File: src/rtl/lsu_bus_master_if.sv
// Data-memory bus between the LSU initiator and a variable-latency memory:
// req/gnt handshake for the request phase, rvalid for returned load data.
interface lsu_bus_master_if;
    logic        bus_req;
    logic        bus_we;
    logic [31:0] bus_addr;
    logic [3:0]  bus_be;
    logic [31:0] bus_wdata;
    logic        bus_gnt;
    logic        bus_rvalid;
    logic [31:0] bus_rdata;

    modport master (
        output bus_req, bus_we, bus_addr, bus_be, bus_wdata,
        input  bus_gnt, bus_rvalid, bus_rdata
    );

    modport slave (
        input  bus_req, bus_we, bus_addr, bus_be, bus_wdata,
        output bus_gnt, bus_rvalid, bus_rdata
    );
endinterface

File: src/rtl/lsu_bus_master.sv
// M-stage load/store initiator: alignment check, lane formatting, req/gnt + rvalid handshake.
// Min latency store 3 / load 4 cycles; stalls the pipeline until the memory responds or times out.
module lsu_bus_master #(
    parameter int TIMEOUT_CYCLES = 255
) (
    input  logic             clk,
    input  logic             rst,
    input  logic [3:0]       lsu_op,
    input  logic [31:0]      addr,
    input  logic [31:0]      wdata,
    output logic             stall,
    output logic [31:0]      rdata,
    output logic             rdata_valid,
    output logic             exc_adel,
    output logic             exc_ades,
    output logic             bus_err,
    lsu_bus_master_if.master bus
);
    localparam logic [1:0] IDLE = 2'd0;
    localparam logic [1:0] REQ  = 2'd1;
    localparam logic [1:0] WAIT = 2'd2;
    localparam logic [1:0] RESP = 2'd3;

    localparam logic [3:0] OP_LW  = 4'd1;
    localparam logic [3:0] OP_LH  = 4'd2;
    localparam logic [3:0] OP_LHU = 4'd3;
    localparam logic [3:0] OP_LB  = 4'd4;
    localparam logic [3:0] OP_LBU = 4'd5;
    localparam logic [3:0] OP_SW  = 4'd6;
    localparam logic [3:0] OP_SH  = 4'd7;
    localparam logic [3:0] OP_SB  = 4'd8;

    localparam logic [7:0] TIMEOUT_LAST = 8'(TIMEOUT_CYCLES - 1);

    logic [1:0]  state;
    logic [3:0]  op_q;
    logic [31:0] addr_q;
    logic [31:0] wdata_q;
    logic [3:0]  be_q;
    logic        we_q;
    logic        err_q;
    logic [7:0]  tcnt;

    logic        is_load;
    logic        is_store;
    logic        is_word;
    logic        is_half;
    logic        misaligned;
    logic        accept;
    logic        timeout;
    logic [3:0]  be_new;
    logic [31:0] wdata_new;
    logic [15:0] half_sel;
    logic [7:0]  byte_sel;
    logic [31:0] load_ext;

    always_comb begin
        is_load  = 1'b0;
        is_store = 1'b0;
        is_word  = 1'b0;
        is_half  = 1'b0;
        case (lsu_op)
            OP_LW:          begin is_load  = 1'b1; is_word = 1'b1; end
            OP_LH, OP_LHU:  begin is_load  = 1'b1; is_half = 1'b1; end
            OP_LB, OP_LBU:  is_load = 1'b1;
            OP_SW:          begin is_store = 1'b1; is_word = 1'b1; end
            OP_SH:          begin is_store = 1'b1; is_half = 1'b1; end
            OP_SB:          is_store = 1'b1;
            default:        ;
        endcase

        misaligned = (is_word && (addr[1:0] != 2'b00)) || (is_half && addr[0]);
        accept     = (state == IDLE) && (is_load || is_store) && !misaligned;

        // Store data is replicated across lanes so the memory only needs byte enables.
        if (is_word) begin
            be_new    = 4'b1111;
            wdata_new = wdata;
        end else if (is_half) begin
            be_new    = addr[1] ? 4'b1100 : 4'b0011;
            wdata_new = {2{wdata[15:0]}};
        end else begin
            be_new    = 4'b0001 << addr[1:0];
            wdata_new = {4{wdata[7:0]}};
        end
    end

    always_comb begin
        half_sel = addr_q[1] ? bus.bus_rdata[31:16] : bus.bus_rdata[15:0];
        case (addr_q[1:0])
            2'd0:    byte_sel = bus.bus_rdata[7:0];
            2'd1:    byte_sel = bus.bus_rdata[15:8];
            2'd2:    byte_sel = bus.bus_rdata[23:16];
            default: byte_sel = bus.bus_rdata[31:24];
        endcase
        case (op_q)
            OP_LH:   load_ext = {{16{half_sel[15]}}, half_sel};
            OP_LHU:  load_ext = {16'h0000, half_sel};
            OP_LB:   load_ext = {{24{byte_sel[7]}}, byte_sel};
            OP_LBU:  load_ext = {24'h000000, byte_sel};
            default: load_ext = bus.bus_rdata;
        endcase
    end

    assign timeout = (tcnt == TIMEOUT_LAST);

    assign stall         = (state == REQ) || (state == WAIT) || accept;
    assign exc_adel      = (state == IDLE) && is_load && misaligned;
    assign exc_ades      = (state == IDLE) && is_store && misaligned;
    assign bus_err       = (state == RESP) && err_q;
    assign rdata_valid   = (state == RESP) && !we_q && !err_q;

    assign bus.bus_req   = (state == REQ);
    assign bus.bus_we    = we_q;
    assign bus.bus_addr  = {addr_q[31:2], 2'b00};
    assign bus.bus_be    = be_q;
    assign bus.bus_wdata = wdata_q;

    always_ff @(posedge clk or posedge rst) begin
        if (rst) begin
            state   <= IDLE;
            op_q    <= 4'd0;
            addr_q  <= 32'd0;
            wdata_q <= 32'd0;
            be_q    <= 4'd0;
            we_q    <= 1'b0;
            err_q   <= 1'b0;
            tcnt    <= 8'd0;
            rdata   <= 32'd0;
        end else begin
            case (state)
                IDLE: begin
                    if (accept) begin
                        state   <= REQ;
                        op_q    <= lsu_op;
                        addr_q  <= addr;
                        wdata_q <= wdata_new;
                        be_q    <= be_new;
                        we_q    <= is_store;
                        tcnt    <= 8'd0;
                    end
                end
                REQ: begin
                    // Counter saturates so a late grant still leaves the WAIT phase bounded.
                    if (!timeout) tcnt <= tcnt + 8'd1;
                    if (bus.bus_gnt) begin
                        state <= we_q ? RESP : WAIT;
                    end else if (timeout) begin
                        state <= RESP;
                        err_q <= 1'b1;
                        rdata <= 32'd0;
                    end
                end
                WAIT: begin
                    if (!timeout) tcnt <= tcnt + 8'd1;
                    if (bus.bus_rvalid) begin
                        state <= RESP;
                        rdata <= load_ext;
                    end else if (timeout) begin
                        state <= RESP;
                        err_q <= 1'b1;
                        rdata <= 32'd0;
                    end
                end
                default: begin
                    state <= IDLE;
                    err_q <= 1'b0;
                end
            endcase
        end
    end
endmodule

File: src/flat_wrapper.sv
// flat-port wrapper written by rule: the top's interface ports become plain ports
module lsu_bus_master_flat 
#(
    parameter int TIMEOUT_CYCLES = 255
)
  (clk, rst, lsu_op, addr, wdata, stall, rdata, rdata_valid, exc_adel, exc_ades, bus_err, bus_bus_req, bus_bus_we, bus_bus_addr, bus_bus_be, bus_bus_wdata, bus_bus_gnt, bus_bus_rvalid, bus_bus_rdata);
  lsu_bus_master_if bus_i ();
  input  logic clk;
  input  logic rst;
  input  logic [3:0] lsu_op;
  input  logic [31:0] addr;
  input  logic [31:0] wdata;
  output logic stall;
  output logic [31:0] rdata;
  output logic rdata_valid;
  output logic exc_adel;
  output logic exc_ades;
  output logic bus_err;
  output wire logic [$bits(bus_i.bus_req)-1:0] bus_bus_req;
  output wire logic [$bits(bus_i.bus_we)-1:0] bus_bus_we;
  output wire logic [$bits(bus_i.bus_addr)-1:0] bus_bus_addr;
  output wire logic [$bits(bus_i.bus_be)-1:0] bus_bus_be;
  output wire logic [$bits(bus_i.bus_wdata)-1:0] bus_bus_wdata;
  input wire logic [$bits(bus_i.bus_gnt)-1:0] bus_bus_gnt;
  input wire logic [$bits(bus_i.bus_rvalid)-1:0] bus_bus_rvalid;
  input wire logic [$bits(bus_i.bus_rdata)-1:0] bus_bus_rdata;
  assign bus_bus_req = bus_i.bus_req;
  assign bus_bus_we = bus_i.bus_we;
  assign bus_bus_addr = bus_i.bus_addr;
  assign bus_bus_be = bus_i.bus_be;
  assign bus_bus_wdata = bus_i.bus_wdata;
  assign bus_i.bus_gnt = bus_bus_gnt;
  assign bus_i.bus_rvalid = bus_bus_rvalid;
  assign bus_i.bus_rdata = bus_bus_rdata;
  lsu_bus_master #(.TIMEOUT_CYCLES(TIMEOUT_CYCLES)) u_core (.clk(clk), .rst(rst), .lsu_op(lsu_op), .addr(addr), .wdata(wdata), .stall(stall), .rdata(rdata), .rdata_valid(rdata_valid), .exc_adel(exc_adel), .exc_ades(exc_ades), .bus_err(bus_err), .bus(bus_i));
endmodule
File: config.mk
export PLATFORM = sky130hd
export DESIGN_NAME = lsu_bus_master_flat
export DESIGN_NICKNAME = d
export VERILOG_FILES = /design/src/rtl/lsu_bus_master_if.sv /design/src/rtl/lsu_bus_master.sv /design/src/flat_wrapper.sv
export SDC_FILE = /design/constraint.sdc
export NUM_CORES = 1
export LEC_CHECK = 0
export BUFFER_PORTS_ARGS = -buffer_cell sky130_fd_sc_hd__buf_4
export CORE_UTILIZATION = 40
export DETAILED_ROUTE_END_ITERATION = 8
export PLACE_DENSITY = 0.66
export SETUP_SLACK_MARGIN = 0.3
export SLEW_MARGIN = 20
export SYNTH_ARGS = -nofsm -noshare
export SYNTH_HDL_FRONTEND = slang
export SYNTH_SLANG_ARGS = --single-unit
File: constraint.sdc
create_clock -name clk -period 5.4 [get_ports clk]
set_clock_uncertainty 0.15 [all_clocks]
set_input_delay 0.81 -clock clk [delete_from_list [all_inputs] [get_ports clk]]
set_output_delay 0.81 -clock clk [all_outputs]
set_load 0.005 [all_outputs]
After elaboration in Yosys (flattened, before gate mapping):

Cells that the tools add are included.

* register bits: 116
* input port bits: 104
* output and inout bits: 107
* word-level logic and storage cells: 95

* $add $sub $neg: 1
* equal/unequal tests: 22
* shifts and indexed selects: 1
* muxes and demuxes: 29
* bitwise operators: 1
* reductions and logical operators: 32

Operators by type and width (count)
* $mux 32: 5
* $pmux 32 s4: 1
* $pmux 32 s2: 1
* $eq 4x3->1 const B: 6
* $pmux 8 s3: 1
* $eq 4x2->1 const B: 4
* $mux 16: 1
* $mux 8: 2
* $pmux 8 s2: 1
* $mux 4: 3
* $logic_and 1x1->1: 11
* $add 8x1->8 const B: 1
* $eq 8x8->1 const B: 1
* $mux 1: 8
* $mux 2: 4
* $eq 2x2->1 const B: 3
* $ne 2x2->1 const B: 3
* $pmux 2 s3: 1
* $reduce_and 3->1: 2
* $reduce_bool 2->1: 3
* $reduce_or 3->1: 2
* $reduce_or 5->1: 1
* $eq 2x1->1 const B: 2
* $eq 4x1->1 const B: 1
* other kinds (10): 18

Logic depth before layout (Yosys ltp):

* depth in word-level cells: 9
* depth in mapped cells: 11
* gate-level depth less buffers: 7

Least setup slack after synthesis:

No wires, ideal clock.

* path type: input to output
* start point: input lsu_op[0]
* end point: output stall
* arrival time: 2.006 ns
* required time: 4.440 ns
* setup slack: 2.434 ns
* stages on the path: 6
* buffers on the path: 2
* cell sequence: or4_1 -> and3_1 -> clkbuf_2 -> nand2_1 -> buf_2 -> nand2b_1

* word-level cells in the longest chain between the ends: 8
* elaborated cells on any way between the ends: 24
* classes of those cells: 8 x eq/ne; 4 x mux; 12 x reduce/logical

Ends and longest elaborated chain
* from (decl): line flat_wrapper.sv:10 `input logic [3:0] lsu_op;`
* $eq 4x2->1 (tied with other cells): line lsu_bus_master.sv:62 `case (lsu_op)`
* $reduce_or 3->1 (no line) / $reduce_or 2->1 (equally long branches)
* $mux 1: line lsu_bus_master.sv:62
* $logic_and 1x1->1: line lsu_bus_master.sv:72 `misaligned = (is_word && (addr[1:0] != 2'b00)) || (is_half && addr[0]);`
* $logic_or 1x1->1: line lsu_bus_master.sv:72
* $logic_not 1->1: line lsu_bus_master.sv:73 `accept = (state == IDLE) && (is_load || is_store) && !misaligned;`
* $logic_and 1x1->1 *: line lsu_bus_master.sv:73
* $logic_or 1x1->1 *: line lsu_bus_master.sv:107 `assign stall = (state == REQ) || (state == WAIT) || accept;`
* to (decl): line flat_wrapper.sv:13 `output logic stall;`

Every way passes the cells marked *; elsewhere a longest branch is shown, timed or not.

Final worst setup path:

* start point: input lsu_op[2]
* end point: output exc_adel

* word-level cells in the longest chain between the ends: 6
* elaborated cells on any way between the ends: 18
* classes of those cells: 7 x eq/ne; 3 x mux; 8 x reduce/logical

Ends and longest elaborated chain
* $eq 4x2->1 (tied with other cells): line lsu_bus_master.sv:62
* $reduce_or 3->1 (no line) / $reduce_or 2->1 (equally long branches)
* $mux 1: line lsu_bus_master.sv:62
* $logic_and 1x1->1: line lsu_bus_master.sv:72
* $logic_or 1x1->1: line lsu_bus_master.sv:72
* $logic_and 1x1->1 *: line lsu_bus_master.sv:108 `assign exc_adel = (state == IDLE) && is_load && misaligned;`
* to (decl): line flat_wrapper.sv:16 `output logic exc_adel;`

Marked as above.

==> run metrics <==
Hold WC Path Type=flip-flop to flip-flop; Yosys top cell area share=0.471; fin crit share=0.686; Hold-fix buffers, CTS=0; Worst EP arrival=roughly 2.7 ns; GP Congestion=0.849; FFs w/ async S/R, synth=1.00; Commonest cells post-synth=nand2_1 (182), dfrtp_1 (116), buf_4 (35); Crit Path Category=input port to output pin; # Max-Cap Violations=0; Post-CTS Resized=0; post-synthesis sequential area ratio=0.471; Min Clock Period, post-route=3.70 ns; Post-Route WL=17100 um; Yosys reg bits=roughly 120; Synth area leader=dfrtp_1; CTS tree=built; Least-Margin Pin Slew=1.11 ns; dpl ws=approximately 1.7 ns; vias in the first global route=5355; fin. max-slew vios=0; yosys warns=0; antenna violations before repair=0; worst path buffer plus inverter count=2; VDD IR max=0.000254 V; reg2reg path depth=6; Most used DFF post-synth=dfrtp_1; crit-path max FO=14; number of enable flip-flop cells after synthesis=0; Num Clock Sinks=116; internal reg-to-reg setup slack=2.44 ns; Mapped Cells=669; Clk network pwr share=0.265; Worst-Skew Late Latency=0.41 ns; fin nets=936; number of inserted diodes=0; Initial Utilization=0.407; total number of vias=5497; total track usage=0.223; placed insts=993; critical path's slowest cell=a2111oi_0; leakage power=4.12 nW; proportion of layout cells with a drive suffix above 1=0.311; Vias/cell=5.36; CTS Buffer Depth=2; unique cell type count in the Yosys netlist=63; post-CTS setup buffer count=0; Pint=0.00296 W; 1st-pass router iterations=6; Switching Fraction=0.339; Post-DRT Antenna Nets=0; CORE AREA=around 0.015 sq mm; Crit path top cell by count=buf_4; Comb power frac=0.385; Die Width=126 um; Worst path max stage delay=0.71 ns; most instantiated library cell after synthesis=nand2_1; num ports=211; num rows=45; RSZ-0062 raised after global routing=no; first-pass GRT wire length=27700 um; DR WL/cell=between 15 and 20 um; status=finished, final reports clean; Final setup viols=0; final hold vios=0; WHS Endpoint=u_core.bus.bus_wdata[29]; DP HPWL=12300 um; Max Fclk=0.270 GHz; cell area after synthesis=0.00616 sq mm; Reg clk slew, reported paths=0.05 ns; ranking of synthesized cells by area=dfrtp_1 (47%), nand2_1 (11%), buf_4 (4.3%); largest net degree at the start of global routing=82; htree depth=4; total CTS buffers=17; P_sw=0.00152 W; die area=0.0159 sq mm; R2R Path Start=u_core.state[1]; initial drt markers=361; Slew Limit Headroom=0.261; worst r2r dst=u_core.rdata[22]; GRT overflow=0; Worst Setup Start Kind=input port; Residual DRC=0; PortBufs=~210; power per standard cell area=548 mW/mm^2; HP Start=u_core.bus.bus_wdata[29]; Crit path required time=around 4.4 ns; Hold Crit Depth=2; Fin Setup TNS=0 ns; Area growth, synth to finish=32.6%; crit path capture type=output pin; CP delay by family, top=compound AO/OA/AOI/OAI gates; clock root cell=clkbuf_16; CP Cell Sequence=buf_4 -> nor2b_1 -> o221ai_1 -> a2111oi_0 -> buf_4; sequential share of power=0.350; Die H=126 um; smallest setup slack after layout=1.70 ns; Post-Route Utilization=0.539; overall power=0.00448 W; Synth Area per Inst=roughly 9.2 sq um; Cell Count, Final, Fillers Out=1025
==> layer usage <==
metal	vias up	global-route usage	wire, um
li1	2632	-	-
met5	-	0	0
met4	0	0.116	488
met1	2650	0.281	7430
met2	182	0.363	8500
met3	33	0.0446	727
==> power groups by stage <==
stage	registers [W]	clock network (W)	logic, W
final	0.00157	0.00119	0.00172
after detailed placement	0.00157	0	0.00174
after floorplan	0.00147	0	0.00113
after CTS	0.00157	0.00122	0.00174
after global routing	0.00162	0.00126	0.00192
after global placement	0.00155	0	0.00169
==> stage by stage <==
stage / instance area, sq um / hold slack, ns
finish: 8170 / 0.319
CTS: 8160 / 0.322
detailed placement: 7530 / 0.310
global placement: 7530 / 0.308
floorplan: 6170 / 0.297
global route: 8170 / 0.341
==> cell families (layout without fill, tap and decap cells) <==
kind of cell             Yosys count  in the layout  share of synthesized area
AO/OA/AOI/OAI                    151            151                      0.181
XOR/XNOR                           3              3                    0.00426
adder cells (fa/ha/maj)            8              8                     0.0162
buffers and inverters             87            254                     0.0824
flip-flops                       116            116                      0.471
multiplexers                      19             19                     0.0359
other                              1              2                   0.000609
AND/OR/NAND/NOR                  284            284                      0.209
==> registers in the layout, summed over array words and instances (netlist names) <==
register and cells:
u_core.addr_q 32, u_core.bus.bus_wdata 32, u_core.rdata 32, u_core.tcnt 8, u_core.bus.bus_be 4, u_core.op_q 4
u_core.state 2, u_core.bus.bus_we 1, u_core.err_q 1
==> cell usage in the layout (no fill, tap or decap), types with 5 or more instances in the layout <==
cell	instances
nor2_1	25
ha_1	8
nand3_1	21
dfrtp_1	116
o21ai_0	26
clkbuf_16	17
a221o_1	17
nand2_1	181
a22o_1	10
buf_4	212
nor2b_1	10
mux2i_1	12
inv_1	9
a21oi_1	23
o2bb2ai_1	15
nand2b_1	11
o211ai_1	16
nand4_1	5
a221oi_1	5
==> final cells by class <==
class,instances,area (sq um)
repair buffers,212,1590
multi-input cells,467,2770
well taps,188,235
flip-flops and latches,116,2900
inverters,10,42.5
clock buffers,23,478
clock inverters,9,150
fillers,1405,6980
==> worst max-delay path by stage <==
stage          startpoint               end  slack (ns)  cells past startpoint
6_report        lsu_op[2]          exc_adel        1.70                      5
5_1_grt         lsu_op[2]          exc_adel        1.47                      5
4_1_cts         lsu_op[2]          exc_adel        1.65                      5
3_5_place_dp    lsu_op[2]          exc_adel        1.67                      5
3_3_place_gp    lsu_op[2]          exc_adel        1.74                      5
2_1_floorplan         rst  u_core.addr_q[0]        1.37                      1
==> worst reg2reg max path, delay by kind of cell, from the launching register on <==
| kind | cells | cell delay, ns |
|---|---|---|
| buf+inv | 1 | 0.11 |
| fa+ha+maj | 1 | 0.27 |
| flops | 1 | 0.43 |
| simple gates | 2 | 0.65 |
| compound gates | 2 | 1.28 |
Power figures use the tool's default switching activity.
